$ cat config.mk
export PLATFORM = sky130hd
export DESIGN_NAME = serial_add_seq_flat
export DESIGN_NICKNAME = d
export VERILOG_FILES = /design/src/rtl/serial_add_seq_if.sv /design/src/rtl/serial_add_seq.sv /design/src/flat_wrapper.sv
export SDC_FILE = /design/constraint.sdc
export NUM_CORES = 1
export LEC_CHECK = 0
export ABC_AREA = 1
export CORE_AREA = 4 4 52 88
export CTS_CLUSTER_DIAMETER = 80
export CTS_CLUSTER_SIZE = 30
export DETAILED_ROUTE_END_ITERATION = 16
export DIE_AREA = 0 0 56 92
export PLACE_DENSITY = 0.78
export RECOVER_POWER = 100
export SLEW_MARGIN = 20
export SYNTH_ARGS = -nofsm -noshare
export SYNTH_HDL_FRONTEND = slang
export SYNTH_SLANG_ARGS = --single-unit
export TNS_END_PERCENT = 5
$ cat constraint.sdc
create_clock -name clk -period 2.21 [get_ports clk]
set_input_delay 0.5525 -clock clk [delete_from_list [all_inputs] [get_ports clk]]
set_output_delay 0.5525 -clock clk [all_outputs]
set_load 0.01 [all_outputs]
$ cat src/rtl/serial_add_seq_if.sv
// -----------------------------------------------------------------------------
// serial_add_seq_if
// Handshake and data bundle for the bit-serial adder.
//   master modport : the producer/consumer side (testbench or system logic)
//   slave modport  : the adder side
// Signals
//   ena        global enable; low freezes the adder
//   in_valid   operand beat offered           in_ready  adder can accept a beat
//   a, b, cin  operands and carry-in
//   out_valid  result held and valid          out_ready consumer takes the result
//   sum, cout  result A+B+cin and carry out of the MSB
//   ovf        signed overflow
//   busy       adder is stepping through bits
// -----------------------------------------------------------------------------
interface serial_add_seq_if #(
  parameter int WIDTH = 8
) ();

  logic             ena;
  logic             in_valid;
  logic             in_ready;
  logic [WIDTH-1:0] a;
  logic [WIDTH-1:0] b;
  logic             cin;
  logic             out_valid;
  logic             out_ready;
  logic [WIDTH-1:0] sum;
  logic             cout;
  logic             ovf;
  logic             busy;

  modport master (
    output ena,
    output in_valid,
    input  in_ready,
    output a,
    output b,
    output cin,
    input  out_valid,
    output out_ready,
    input  sum,
    input  cout,
    input  ovf,
    input  busy
  );

  modport slave (
    input  ena,
    input  in_valid,
    output in_ready,
    input  a,
    input  b,
    input  cin,
    output out_valid,
    input  out_ready,
    output sum,
    output cout,
    output ovf,
    output busy
  );

endinterface

$ cat src/rtl/serial_add_seq.sv
// -----------------------------------------------------------------------------
// serial_add_seq
// Bit-serial ripple adder. An operand beat (a, b, cin) is accepted in IDLE,
// one bit per enabled clock is added LSB first in RUN, and the result is held
// in DONE until the consumer takes it.
// Ports
//   clk   rising-edge clock
//   rst   synchronous, active-high reset (priority over ena and handshakes)
//   bus   serial_add_seq_if.slave (ena, operand handshake, result handshake)
// -----------------------------------------------------------------------------
module serial_add_seq #(
  parameter int WIDTH = 8
) (
  input  logic             clk,
  input  logic             rst,
  serial_add_seq_if.slave  bus
);

  localparam int IDXW = $clog2(WIDTH);
  localparam logic [IDXW-1:0] LAST_IDX = IDXW'(WIDTH - 1);

  typedef enum logic [1:0] {
    ST_IDLE = 2'd0,
    ST_RUN  = 2'd1,
    ST_DONE = 2'd2
  } state_t;

  // Returns {carry, sum} of a single-bit full add.
  function automatic logic [1:0] full_add(input logic x, input logic y, input logic c);
    full_add = {(x & y) | (x & c) | (y & c), x ^ y ^ c};
  endfunction

  state_t            r_state;
  state_t            w_state_nxt;
  logic [IDXW-1:0]   r_idx;
  logic [WIDTH-1:0]  r_a;
  logic [WIDTH-1:0]  r_b;
  logic              r_carry;
  logic [WIDTH-1:0]  r_sum;
  logic              r_cout;
  logic              r_ovf;

  logic              w_in_ready;
  logic              w_accept;
  logic              w_handshake;
  logic              w_last;
  logic [1:0]        w_fa;

  assign w_in_ready  = (r_state == ST_IDLE) && bus.ena;
  assign w_accept    = bus.in_valid && w_in_ready;
  assign w_handshake = (r_state == ST_DONE) && bus.out_ready && bus.ena;
  assign w_last      = (r_idx == LAST_IDX);
  assign w_fa        = full_add(r_a[r_idx], r_b[r_idx], r_carry);

  // State register.
  always_ff @(posedge clk) begin
    if (rst) begin
      r_state <= ST_IDLE;
    end else begin
      r_state <= w_state_nxt;
    end
  end

  // Next-state logic; every move needs ena, otherwise the FSM holds.
  always_comb begin
    w_state_nxt = r_state;
    if (bus.ena) begin
      case (r_state)
        ST_IDLE: begin
          if (w_accept) begin
            w_state_nxt = ST_RUN;
          end else begin
            w_state_nxt = ST_IDLE;
          end
        end
        ST_RUN: begin
          if (w_last) begin
            w_state_nxt = ST_DONE;
          end else begin
            w_state_nxt = ST_RUN;
          end
        end
        ST_DONE: begin
          if (w_handshake) begin
            w_state_nxt = ST_IDLE;
          end else begin
            w_state_nxt = ST_DONE;
          end
        end
        default: begin
          w_state_nxt = ST_IDLE;
        end
      endcase
    end else begin
      w_state_nxt = r_state;
    end
  end

  // Datapath: operand latch, bit stepping and result capture.
  always_ff @(posedge clk) begin
    if (rst) begin
      r_idx   <= '0;
      r_a     <= '0;
      r_b     <= '0;
      r_carry <= 1'b0;
      r_sum   <= '0;
      r_cout  <= 1'b0;
      r_ovf   <= 1'b0;
    end else if (bus.ena) begin
      case (r_state)
        ST_IDLE: begin
          if (w_accept) begin
            // The carry register is seeded with cin so bit 0 needs no special case.
            r_a     <= bus.a;
            r_b     <= bus.b;
            r_carry <= bus.cin;
            r_sum   <= '0;
            r_idx   <= '0;
            r_cout  <= 1'b0;
            r_ovf   <= 1'b0;
          end
        end
        ST_RUN: begin
          r_sum[r_idx] <= w_fa[0];
          r_carry      <= w_fa[1];
          if (w_last) begin
            // r_carry still holds the carry into the MSB at this point.
            r_cout <= w_fa[1];
            r_ovf  <= r_carry ^ w_fa[1];
            r_idx  <= '0;
          end else begin
            r_idx <= r_idx + IDXW'(1);
          end
        end
        ST_DONE: begin
          r_idx <= r_idx;
        end
        default: begin
          r_idx <= '0;
        end
      endcase
    end
  end

  assign bus.in_ready  = w_in_ready;
  assign bus.sum       = r_sum;
  assign bus.cout      = r_cout;
  assign bus.ovf       = r_ovf;
  assign bus.busy      = (r_state == ST_RUN);
  assign bus.out_valid = (r_state == ST_DONE);

  serial_add_seq_chk #(.WIDTH(WIDTH)) u_chk (
    .clk       (clk),
    .rst       (rst),
    .ena       (bus.ena),
    .in_ready  (w_in_ready),
    .out_valid (r_state == ST_DONE),
    .out_ready (bus.out_ready),
    .busy      (r_state == ST_RUN),
    .sum       (r_sum),
    .cout      (r_cout),
    .ovf       (r_ovf)
  );

endmodule

// -----------------------------------------------------------------------------
// serial_add_seq_chk
// Protocol invariants of the serial adder: the three state decodes are
// mutually exclusive and a held result does not change until it is taken.
// -----------------------------------------------------------------------------
module serial_add_seq_chk #(
  parameter int WIDTH = 8
) (
  input logic             clk,
  input logic             rst,
  input logic             ena,
  input logic             in_ready,
  input logic             out_valid,
  input logic             out_ready,
  input logic             busy,
  input logic [WIDTH-1:0] sum,
  input logic             cout,
  input logic             ovf
);

  a_excl_run_done: assert property (@(posedge clk) disable iff (rst)
    !(out_valid && busy));

  a_ready_idle_only: assert property (@(posedge clk) disable iff (rst)
    in_ready |-> (!busy && !out_valid));

  a_result_held: assert property (@(posedge clk) disable iff (rst)
    (out_valid && !(out_ready && ena)) |=>
      (out_valid && $stable(sum) && $stable(cout) && $stable(ovf)));

endmodule

$ cat src/flat_wrapper.sv
// flat-port wrapper written by rule: the top's interface ports become plain ports
module serial_add_seq_flat 
#(
  parameter int WIDTH = 8
)
  (clk, rst, bus_ena, bus_in_valid, bus_in_ready, bus_a, bus_b, bus_cin, bus_out_valid, bus_out_ready, bus_sum, bus_cout, bus_ovf, bus_busy);
  serial_add_seq_if #(.WIDTH(WIDTH)) bus_i ();
  input  logic clk;
  input  logic rst;
  input wire logic [$bits(bus_i.ena)-1:0] bus_ena;
  input wire logic [$bits(bus_i.in_valid)-1:0] bus_in_valid;
  output wire logic [$bits(bus_i.in_ready)-1:0] bus_in_ready;
  input wire logic [$bits(bus_i.a)-1:0] bus_a;
  input wire logic [$bits(bus_i.b)-1:0] bus_b;
  input wire logic [$bits(bus_i.cin)-1:0] bus_cin;
  output wire logic [$bits(bus_i.out_valid)-1:0] bus_out_valid;
  input wire logic [$bits(bus_i.out_ready)-1:0] bus_out_ready;
  output wire logic [$bits(bus_i.sum)-1:0] bus_sum;
  output wire logic [$bits(bus_i.cout)-1:0] bus_cout;
  output wire logic [$bits(bus_i.ovf)-1:0] bus_ovf;
  output wire logic [$bits(bus_i.busy)-1:0] bus_busy;
  assign bus_i.ena = bus_ena;
  assign bus_i.in_valid = bus_in_valid;
  assign bus_in_ready = bus_i.in_ready;
  assign bus_i.a = bus_a;
  assign bus_i.b = bus_b;
  assign bus_i.cin = bus_cin;
  assign bus_out_valid = bus_i.out_valid;
  assign bus_i.out_ready = bus_out_ready;
  assign bus_sum = bus_i.sum;
  assign bus_cout = bus_i.cout;
  assign bus_ovf = bus_i.ovf;
  assign bus_busy = bus_i.busy;
  serial_add_seq #(.WIDTH(WIDTH)) u_core (.clk(clk), .rst(rst), .bus(bus_i));
endmodule
==> qor.yml <==
drive_gt1_frac: 0.0667
fin_crit_ps: 2110
vdd.ir_drop.worst_v: 0.000617
grt_pass1_wl_um: 6390
syn_inst: 271
cp-end-kind: "output port"
critPathLaunchType: "input port"
fillers: 396
cp_max_fo: 2
pwr_density_cell_nw_per_um2: 630
avgViaCountPerCell: 4.77
hold_path.class: "reg -> reg"
final_net_count: 339
track_usage: 0.153
syn-cell-area_um2: 1670
tns_ps: 0
rr_worst_depth: 12
max_freq_ghz: 0.474
fin_util: 0.567
clockRootBuffer: "clkbuf_8"
grt_pass1_vias: 1581
rsz0062_at_grt: "false"
postRouteWirelength_um: 3690
seqCellArea_um2: 641
cts_tree: "built"
maxSlewHeadroom: 0.585
cts.htree.levels: 2
p_leak_nw: 1.06
syn_nets: 296
grt_antenna_before_repair: 0
cap_violations: 0
status: "complete, no violations"
boundaryPins: 35
ys_ff_latch: 32
clk_pin_slew_ps: 70
wl_met3_um: 117
firstDrtPassIters: 4
top_layer: "met4"
worstMarginPinSlew_ps: 622
syn_to_final_growth_pct: 32.3
dp.cells: 355
drv_slew: 0
worstPathRequired_ps: 1660
multiInputGateArea_um2: 873
wl_met1_um: 1450
layoutNonFillerInstCount: 363
syn_avg_cell_area_um2: 6.17
synth_cell_type_count: 16
clk_latency_ps: 290
ys_seq_area_frac: 0.383
setup_violations: 0
grt_max_degree: 22
clock_skew_ps: 12.8
drc: 0
vias: 1732
start_util: 0.428
core_um2: 3900
io_buffer_count: 34
mostFrequentLayoutCells: "116 x nand2_1, 32 x dfxtp_1, 28 x nand3_1"
crit_arrival_ps: 1560
dp_hpwl_um: 2820
worstSetupPathType: "in -> out"
final_hold_viol_count: 0
yosysWarnings: 0
diodes: 0
met2_length_um: 2050
ant_nets: 0
dieArea_um2: 5150
wl_per_cell_um: 10.2
gr-total-overflow: 0
chipHeight_um: 92
routabilityCongestion: 0.777
drt_iter0_drc: 46
die_w_um: 56
fin_crit_sh: 0.956
rows: 30
clk_path_buf_depth: 2
min_path_cells: 2
numCtsBuffers: 5
final_common_cell: "nand2_1"
clkSinkCount: 32
==> through the flow <==
step	instance area (µm²)	hold slack, ps	setup slack (ps)	power, mW
3_3_place_gp	2110	452	-206	0.858
2_1_floorplan	1670	445	275	0.761
3_5_place_dp	2110	458	-195	0.863
5_1_grt	2210	490	18.5	1.47
6_report	2210	467	98.3	1.39
4_1_cts	2220	469	80.5	1.41
==> layer usage <==
metal  up-vias  GRT usage
met5         -          0
met4         0     0.0653
met3         6     0.0380
met2        23      0.295
met1       776      0.149
li1        927          -
==> registers in the layout (all words and copies together), names as in the netlist <==
name / cells
u_core.bus.ovf: 1
u_core.bus.sum: 8
u_core.r_state: 2
u_core.r_carry: 1
u_core.r_idx: 3
u_core.bus.cout: 1
u_core.r_a: 8
u_core.r_b: 8
==> Yosys cell counts (all sizes together) <==
master	n	share of area
nand2	116	0.26
fa	1	0.012
clkbuf	3	0.0067
nand3	28	0.084
buf	8	0.028
ha	2	0.015
dfxtp	32	0.38
nand4	1	0.0037
nor2	27	0.068
a21oi	24	0.072
o21ai	3	0.0090
inv	26	0.058
==> worst paths after layout <==
path	start	end	slack [ps]
setup reg to reg	u_core.r_idx[0]	u_core.bus.sum[1]	330
hold / removal	u_core.r_a[5]	u_core.r_a[5]	470
setup / recovery	bus_ena	bus_in_ready	100
hold reg to reg	u_core.r_a[5]	u_core.r_a[5]	470
==> power by group <==
| group | leakage, nW | internal, mW | switching, mW |
|---|---|---|---|
| registers | 0.260 | 0.601 | 0.0144 |
| logic | 0.741 | 0.104 | 0.125 |
| clock network | 0.0552 | 0.334 | 0.215 |
| total | 1.06 | 1.04 | 0.355 |
==> cell families (layout without fill, tap and decap cells) <==
logic type / count (synthesis) / in the layout / synth area share
simple gates: 172 / 172 / 0.416
buf+inv: 37 / 81 / 0.0928
flops: 32 / 32 / 0.383
compound gates: 27 / 27 / 0.0808
fa+ha+maj: 3 / 3 / 0.0269
==> final cells by class <==
type / instances / area share
clock inverter: 2 / 0.0158
timing repair buffer: 47 / 0.196
tap: 48 / 0.0271
clock buffer: 6 / 0.0328
multi-input combinational: 202 / 0.395
sequential: 32 / 0.290
inverter: 26 / 0.0441
==> timing repair <==
| action | in CTS | in global routing |
|---|---|---|
| hold buffers | 0 | 0 |
| endpoints found under the setup margin | 1 | 0 |
| setup buffers | 0 | 0 |
| gates resized for setup | 1 | 0 |
==> worst max-delay path, stage by stage <==
cell and delay, ps:
clkdlybuf4s50_1 490, nand2_1 90, nor2_2 140, dlygate4sd2_1 290
Power figures use the tool's default switching activity.
